### src/rtl/arb8_pkg.sv
// Package: arb8_pkg
// Shared definitions for the 8-way round-robin arbiter.
//   NUM_REQ / ID_W  : requester count and grant ID width
//   arb_state_e     : arbiter FSM states (IDLE, BUSY)
//   id_to_onehot    : ID -> one-hot grant vector (ID 0 -> 8'b1000_0000)
//   onehot_to_id    : one-hot grant vector -> ID (MSB-first numbering)
package arb8_pkg;

    localparam int NUM_REQ = 8;
    localparam int ID_W    = 3;

    typedef enum logic {
        IDLE = 1'b0,
        BUSY = 1'b1
    } arb_state_e;

    // IDs count from the MSB: req[7] is ID 0, req[0] is ID 7.
    function automatic logic [NUM_REQ-1:0] id_to_onehot(input logic [ID_W-1:0] id);
        return 8'h80 >> id;
    endfunction

    function automatic logic [ID_W-1:0] onehot_to_id(input logic [NUM_REQ-1:0] vec);
        logic [ID_W-1:0] id;
        id = '0;
        for (int i = 0; i < NUM_REQ; i++) begin
            if (vec[i]) begin
                id = id | ID_W'(NUM_REQ - 1 - i);
            end
        end
        return id;
    endfunction

endpackage

### src/rtl/rr_pick8.sv
// Module: rr_pick8
// Combinational round-robin winner selection.
//   req[7:0]    : level requests (bit 7 is ID 0)
//   ptr[2:0]    : ID with highest priority this round
//   mask[7:0]   : requests excluded from arbitration (same bit order as req)
//   found       : at least one eligible request
//   win_id[2:0] : first eligible ID scanning upward from ptr, modulo 8
module rr_pick8
    import arb8_pkg::*;
(
    input  logic [NUM_REQ-1:0] req,
    input  logic [ID_W-1:0]    ptr,
    input  logic [NUM_REQ-1:0] mask,
    output logic               found,
    output logic [ID_W-1:0]    win_id
);

    logic [NUM_REQ-1:0]   by_id;   // by_id[i] = eligible request from ID i
    logic [2*NUM_REQ-1:0] dbl;
    logic [NUM_REQ-1:0]   rot;     // rot[k] = by_id[(ptr + k) mod 8]
    logic [ID_W-1:0]      offset;

    // Reorder into ID order so the scan runs in the same direction as the IDs.
    always_comb begin
        by_id = '0;
        for (int i = 0; i < NUM_REQ; i++) begin
            by_id[i] = req[NUM_REQ-1-i] & ~mask[NUM_REQ-1-i];
        end
    end

    // Rotate by the pointer using a doubled vector, so the scan starts at ptr.
    assign dbl = {by_id, by_id};
    assign rot = NUM_REQ'(dbl >> ptr);

    // Lowest set bit of the rotated vector wins; descending loop leaves the
    // lowest index as the final assignment.
    always_comb begin
        found  = 1'b0;
        offset = '0;
        for (int k = NUM_REQ - 1; k >= 0; k--) begin
            if (rot[k]) begin
                found  = 1'b1;
                offset = ID_W'(k);
            end
        end
    end

    // Undo the rotation; 3-bit add wraps modulo 8.
    assign win_id = ptr + offset;

endmodule

### src/rtl/rr_arbiter8_enc.sv
// Module: rr_arbiter8_enc
// Round-robin arbiter sharing one resource among 8 requesters, with a
// registered one-hot grant and a 3-bit binary grant ID (req[7] -> ID 0).
//
// Optional feature macro: ARB_TIMEOUT_EN
//   Defined   : a grant is forcibly revoked after TIMEOUT_CYCLES BUSY cycles;
//               the revoked ID is blocked until its req is seen low; the
//               timeout port exists.
//   Undefined : a grant is held for as long as the owner requests.
//
// Parameters
//   TIMEOUT_CYCLES : hold limit with ARB_TIMEOUT_EN, legal 2..255
// Ports
//   clk       : clock, rising edge
//   rst       : synchronous reset, active-high
//   req[7:0]  : level requests, held high by the owner for the whole use
//   gnt[7:0]  : one-hot grant, zero when idle
//   gnt_id    : binary owner ID, zero when idle
//   gnt_valid : grant active (|gnt)
//   timeout   : one-cycle pulse on forced revoke (ARB_TIMEOUT_EN only)
//   state_dbg : current FSM state, for observation
//
// Handshake: req is a level; the owner keeps its bit high while it uses the
// resource and drops it to release. A release ends the grant at the next edge,
// followed by exactly one IDLE cycle in which the next winner is chosen.
module rr_arbiter8_enc
    import arb8_pkg::*;
#(
    parameter int TIMEOUT_CYCLES = 16
) (
    input  logic               clk,
    input  logic               rst,
    input  logic [NUM_REQ-1:0] req,
    output logic [NUM_REQ-1:0] gnt,
    output logic [ID_W-1:0]    gnt_id,
    output logic               gnt_valid,
`ifdef ARB_TIMEOUT_EN
    output logic               timeout,
`endif
    output arb_state_e         state_dbg
);

    arb_state_e         state_q;
    arb_state_e         state_d;
    logic [NUM_REQ-1:0] gnt_q;
    logic [ID_W-1:0]    gnt_id_q;
    logic [ID_W-1:0]    ptr_q;
    logic [NUM_REQ-1:0] pick_mask;
    logic               found;
    logic [ID_W-1:0]    win_id;
    logic               owner_req;
    logic               revoke;
    logic               release_now;

    // The owner is still requesting if its grant bit meets its req bit.
    assign owner_req   = |(req & gnt_q);
    assign release_now = (state_q == BUSY) && (!owner_req || revoke);

`ifdef ARB_TIMEOUT_EN
    localparam logic [7:0] HOLD_LAST = 8'(TIMEOUT_CYCLES - 1);

    logic [7:0]         hold_cnt;
    logic [NUM_REQ-1:0] mask_q;
    logic               timeout_q;

    assign revoke    = (state_q == BUSY) && owner_req && (hold_cnt == HOLD_LAST);
    assign pick_mask = mask_q;

    // hold_cnt sits at 0 in IDLE so it is already cleared on entry to BUSY.
    // A mask bit is set by a revoke and cleared once its req is sampled low.
    always_ff @(posedge clk) begin
        if (rst) begin
            hold_cnt  <= '0;
            mask_q    <= '0;
            timeout_q <= 1'b0;
        end else begin
            timeout_q <= revoke;
            mask_q    <= (mask_q & req) | (revoke ? gnt_q : '0);
            if (state_q == IDLE) begin
                hold_cnt <= '0;
            end else begin
                hold_cnt <= hold_cnt + 8'd1;
            end
        end
    end

    assign timeout = timeout_q;
`else
    assign revoke    = 1'b0;
    assign pick_mask = '0;
`endif

    rr_pick8 u_pick (
        .req    (req),
        .ptr    (ptr_q),
        .mask   (pick_mask),
        .found  (found),
        .win_id (win_id)
    );

    // State register
    always_ff @(posedge clk) begin
        if (rst) begin
            state_q <= IDLE;
        end else begin
            state_q <= state_d;
        end
    end

    // Next-state logic
    always_comb begin
        state_d = state_q;
        case (state_q)
            IDLE: if (found)       state_d = BUSY;
            BUSY: if (release_now) state_d = IDLE;
            default:               state_d = IDLE;
        endcase
    end

    // Grant and pointer registers. Winner comes from req sampled in IDLE;
    // other requests are ignored while BUSY.
    always_ff @(posedge clk) begin
        if (rst) begin
            gnt_q    <= '0;
            gnt_id_q <= '0;
            ptr_q    <= '0;
        end else begin
            if (state_q == IDLE) begin
                if (found) begin
                    gnt_q    <= id_to_onehot(win_id);
                    gnt_id_q <= win_id;
                    ptr_q    <= win_id + 3'd1;
                end
            end else if (release_now) begin
                gnt_q    <= '0;
                gnt_id_q <= '0;
            end
        end
    end

    // Outputs
    always_comb begin
        gnt       = gnt_q;
        gnt_id    = gnt_id_q;
        gnt_valid = |gnt_q;
        state_dbg = state_q;
    end

endmodule

### config.mk
export PLATFORM = sky130hd
export DESIGN_NAME = rr_arbiter8_enc
export DESIGN_NICKNAME = d
export VERILOG_FILES = /design/src/rtl/arb8_pkg.sv /design/src/rtl/rr_pick8.sv /design/src/rtl/rr_arbiter8_enc.sv
export SDC_FILE = /design/constraint.sdc
export NUM_CORES = 1
export LEC_CHECK = 0
export BUFFER_PORTS_ARGS = -buffer_cell sky130_fd_sc_hd__buf_2
export CAP_MARGIN = 20
export CORE_AREA = 4 4 66 68
export DETAILED_ROUTE_END_ITERATION = 16
export DIE_AREA = 0 0 70 72
export HOLD_SLACK_MARGIN = 0.08
export PLACE_DENSITY = 0.66
export SLEW_MARGIN = 10
export SYNTH_ARGS = -nofsm -noshare
export SYNTH_HDL_FRONTEND = slang
export SYNTH_HIERARCHICAL = 1
export SYNTH_SLANG_ARGS = --single-unit
### constraint.sdc
create_clock -name clk -period 3.7 [get_ports clk]
set_clock_uncertainty 0.15 [all_clocks]
set_input_delay 0.37 -clock clk [delete_from_list [all_inputs] [get_ports clk]]
set_output_delay 0.37 -clock clk [all_outputs]
set_load 0.05 [all_outputs]
==> run metrics <==
EDFF count, synth 0; final wirelength 3.38 mm; number of diodes 0; Period minus WS final 3470 ps; Distinct cells, synth 51; post-synth top area cell dfxtp_1; mapped cell area 0.00140 mm^2; Slew Limit Fails 0; Synth area leaders dfxtp_1 (21%), mux4_2 (8.0%), ha_1 (6.3%), nand2b_1 (4.9%), nor2b_1 (4.0%); CP required 3700 ps; critical path's largest stage delay 520 ps; Hold Worst Slack 292 ps; maximum vdd drop 850 uV; Leak Pwr 0.746 nW; # fillers 393; P&R area growth vs syn 22.7%; I/O Pins 23; DR pass1 iterations 4; crit-path max FO 6; Critical Setup Path Class reg -> reg; Fin. Hold Viols 0; crit path cell chain mux4_2, mux2_2, nand2b_1, and3_1, o22ai_1, ha_1, inv_1, fa_1, xor2_1, xnor2_1, inv_1, ha_1, a211oi_1; starting density of the core 0.363; vias in the first global route 1246; Yosys warnings 6; layout cell share with drive strength beyond 1 0.260; DRT iter0 DRCs 23; site row count 23; grt ovf 0; Worst-Margin Slew 623 ps; TritonCTS buffer count 3; P per Cell Area 961 mW/mm^2; register area share after synthesis 0.214; NumNets Final 215; global-route wire length before repair 5.81 mm; HPWL reported at the end of detailed placement 2.79 mm; routed wire length per instance 13.7 um; CTS root buf clkbuf_8; Final WS setup 230 ps; initial antenna violation count 0; asr flop ratio synth 0; die area 0.00504 mm^2; via count 1233; top cell type's share of synthesized area 0.214; CP Launch Point ptr_q[0]$_SDFFE_PP0P_; I/O Buffers 22; CP Launch Type flop; DRC Markers 0; #FFs+latches synth 15; core area 0.00386 mm^2; footprint of the multi-input gates 0.00112 mm^2; Setup Slack @ Placement -8.81 ps; crit end category flop; Syn Inst Count 149; commonest cells after routing, fill and taps aside conb_1 (24), buf_2 (22), dfxtp_1 (13), nand2b_1 (11), nor2_1 (10); final setup violation count 0; Reg2Reg Launch Point ptr_q[0]$_SDFFE_PP0P_; status complete, no violations; register area 303 um^2; Clk Latency, worst-skew pair 240 ps; Die H 72 um; Die Width 70 um; CTS tree yes; pin count of the biggest net entering global routing 17; Post CTS Setup Buffer Count 0; Syn Area/Cell 9.40 um^2; fmax 0.288 GHz; Worst Min Path Start rst; ys flop type dfxtp_1; Buf+Inv Stages, Crit Path 2; clk sinks 15; clock-pin slew on the worst setup and hold paths 60 ps; Largest delay share family, worst path adder cells; commonest non-fill, non-tap cell in the layout conb_1; via/cell ratio 5.01; RSZ-0062 raised after global routing no; Final period util 0.938; H-tree levels 1; Max-cap violations 0; CTS Buffer Depth 2; CP max stage cell mux4_2; Worst slew margin 0.584; Antenna Nets Post-Route 0; placer congestion estimate 0.879; Hold Crit Class in -> reg; final total power 1.65 mW; GRT Total Usage 0.141; crit path DAT 3470 ps
-- per-layer routing --
metal / share of wire / vias to the layer above / global-route usage / routed length, um
li1: - / 638 / - / -
met1: 0.48 / 571 / 0.189 / 1620
met2: 0.49 / 22 / 0.241 / 1650
met3: 0.022 / 2 / 0.0152 / 76
met4: 0.0074 / 0 / 0.0426 / 25
met5: 0 / - / 0 / 0
-- what timing repair did --
action                                  4_1_cts  5_1_grt
gates resized for setup                       1        5
cloned                                        0        0
hold buffers                                  0        0
pin swaps                                     0        0
endpoints found under the setup margin        3       10
-- synth_stat cells (3+ instances only) --
cell	number
dfxtp_1	15
nand2b_1	11
nor2_1	10
nand2_1	9
nor2b_1	9
a21oi_1	7
ha_1	7
a22o_1	6
inv_1	6
mux2i_1	5
mux4_2	5
nor3_1	4
a211oi_1	3
nand3_1	3
nor4_1	3
-- state kept, by name, indices dropped and copies added, names as in the netlist --
name	cells
state_dbg	1
gnt_id	3
ptr_q	3
gnt	8
-- cells by family (layout without fill, tap and decap cells) --
kind of cell / count (synthesis) / after routing / share of synthesized area
AO/OA/AOI/OAI: 33 / 33 / 0.190
XOR/XNOR: 2 / 2 / 0.0125
buffers and inverters: 13 / 37 / 0.0590
adder cells (fa/ha/maj): 8 / 8 / 0.0769
multiplexers: 14 / 14 / 0.170
flip-flops: 15 / 15 / 0.214
other: 1 / 24 / 0.00268
AND/OR/NAND/NOR: 63 / 63 / 0.274
-- final timing paths --
path                            cells after the start  slack [ps]                endpoint
worst min register to register                      2         360  gnt_id[1]$_SDFFE_PP0P_
worst max-delay path                               13         230   ptr_q[2]$_SDFFE_PP0P_
worst min-delay path                                2         290   ptr_q[0]$_SDFFE_PP0P_
worst max register to register                     13         230   ptr_q[2]$_SDFFE_PP0P_
-- final cells by class --
type | instances | share of cell area
multi-input combinational | 144 | 0.653
sequential | 15 | 0.176
timing repair buffer | 27 | 0.0954
tap | 50 | 0.0364
clock buffer | 4 | 0.0262
inverter | 6 | 0.0131
-- report_power, final --
| group | switching [mW] | total [mW] | internal (mW) |
|---|---|---|---|
| logic | 0.769 | 1.23 | 0.465 |
| registers | 0.0654 | 0.289 | 0.224 |
| clock network | 0.0519 | 0.128 | 0.0760 |
-- stage by stage --
step | area [um^2] | std cells | utilization | TNS (ps)
finish | 1720 | 246 | 0.445 | 0
floorplan | 1490 | 172 | - | 0
global placement | 1650 | 242 | 0.428 | 0
detailed placement | 1650 | 242 | 0.428 | -15.5
global route | 1720 | 246 | 0.445 | 0
CTS | 1700 | 246 | 0.441 | 0
-- worst reg2reg max path: stages, from the launching register on --
cell and delay, ps:
dfxtp_2 400, mux4_2 520, mux2_2 310, nand2b_1 140, and3_1 170, o22ai_1 140
ha_1 170, inv_1 50, fa_1 370, xor2_1 160, xnor2_1 220, inv_1 100
ha_1 300, a211oi_1 190
Power figures use the tool's default switching activity.
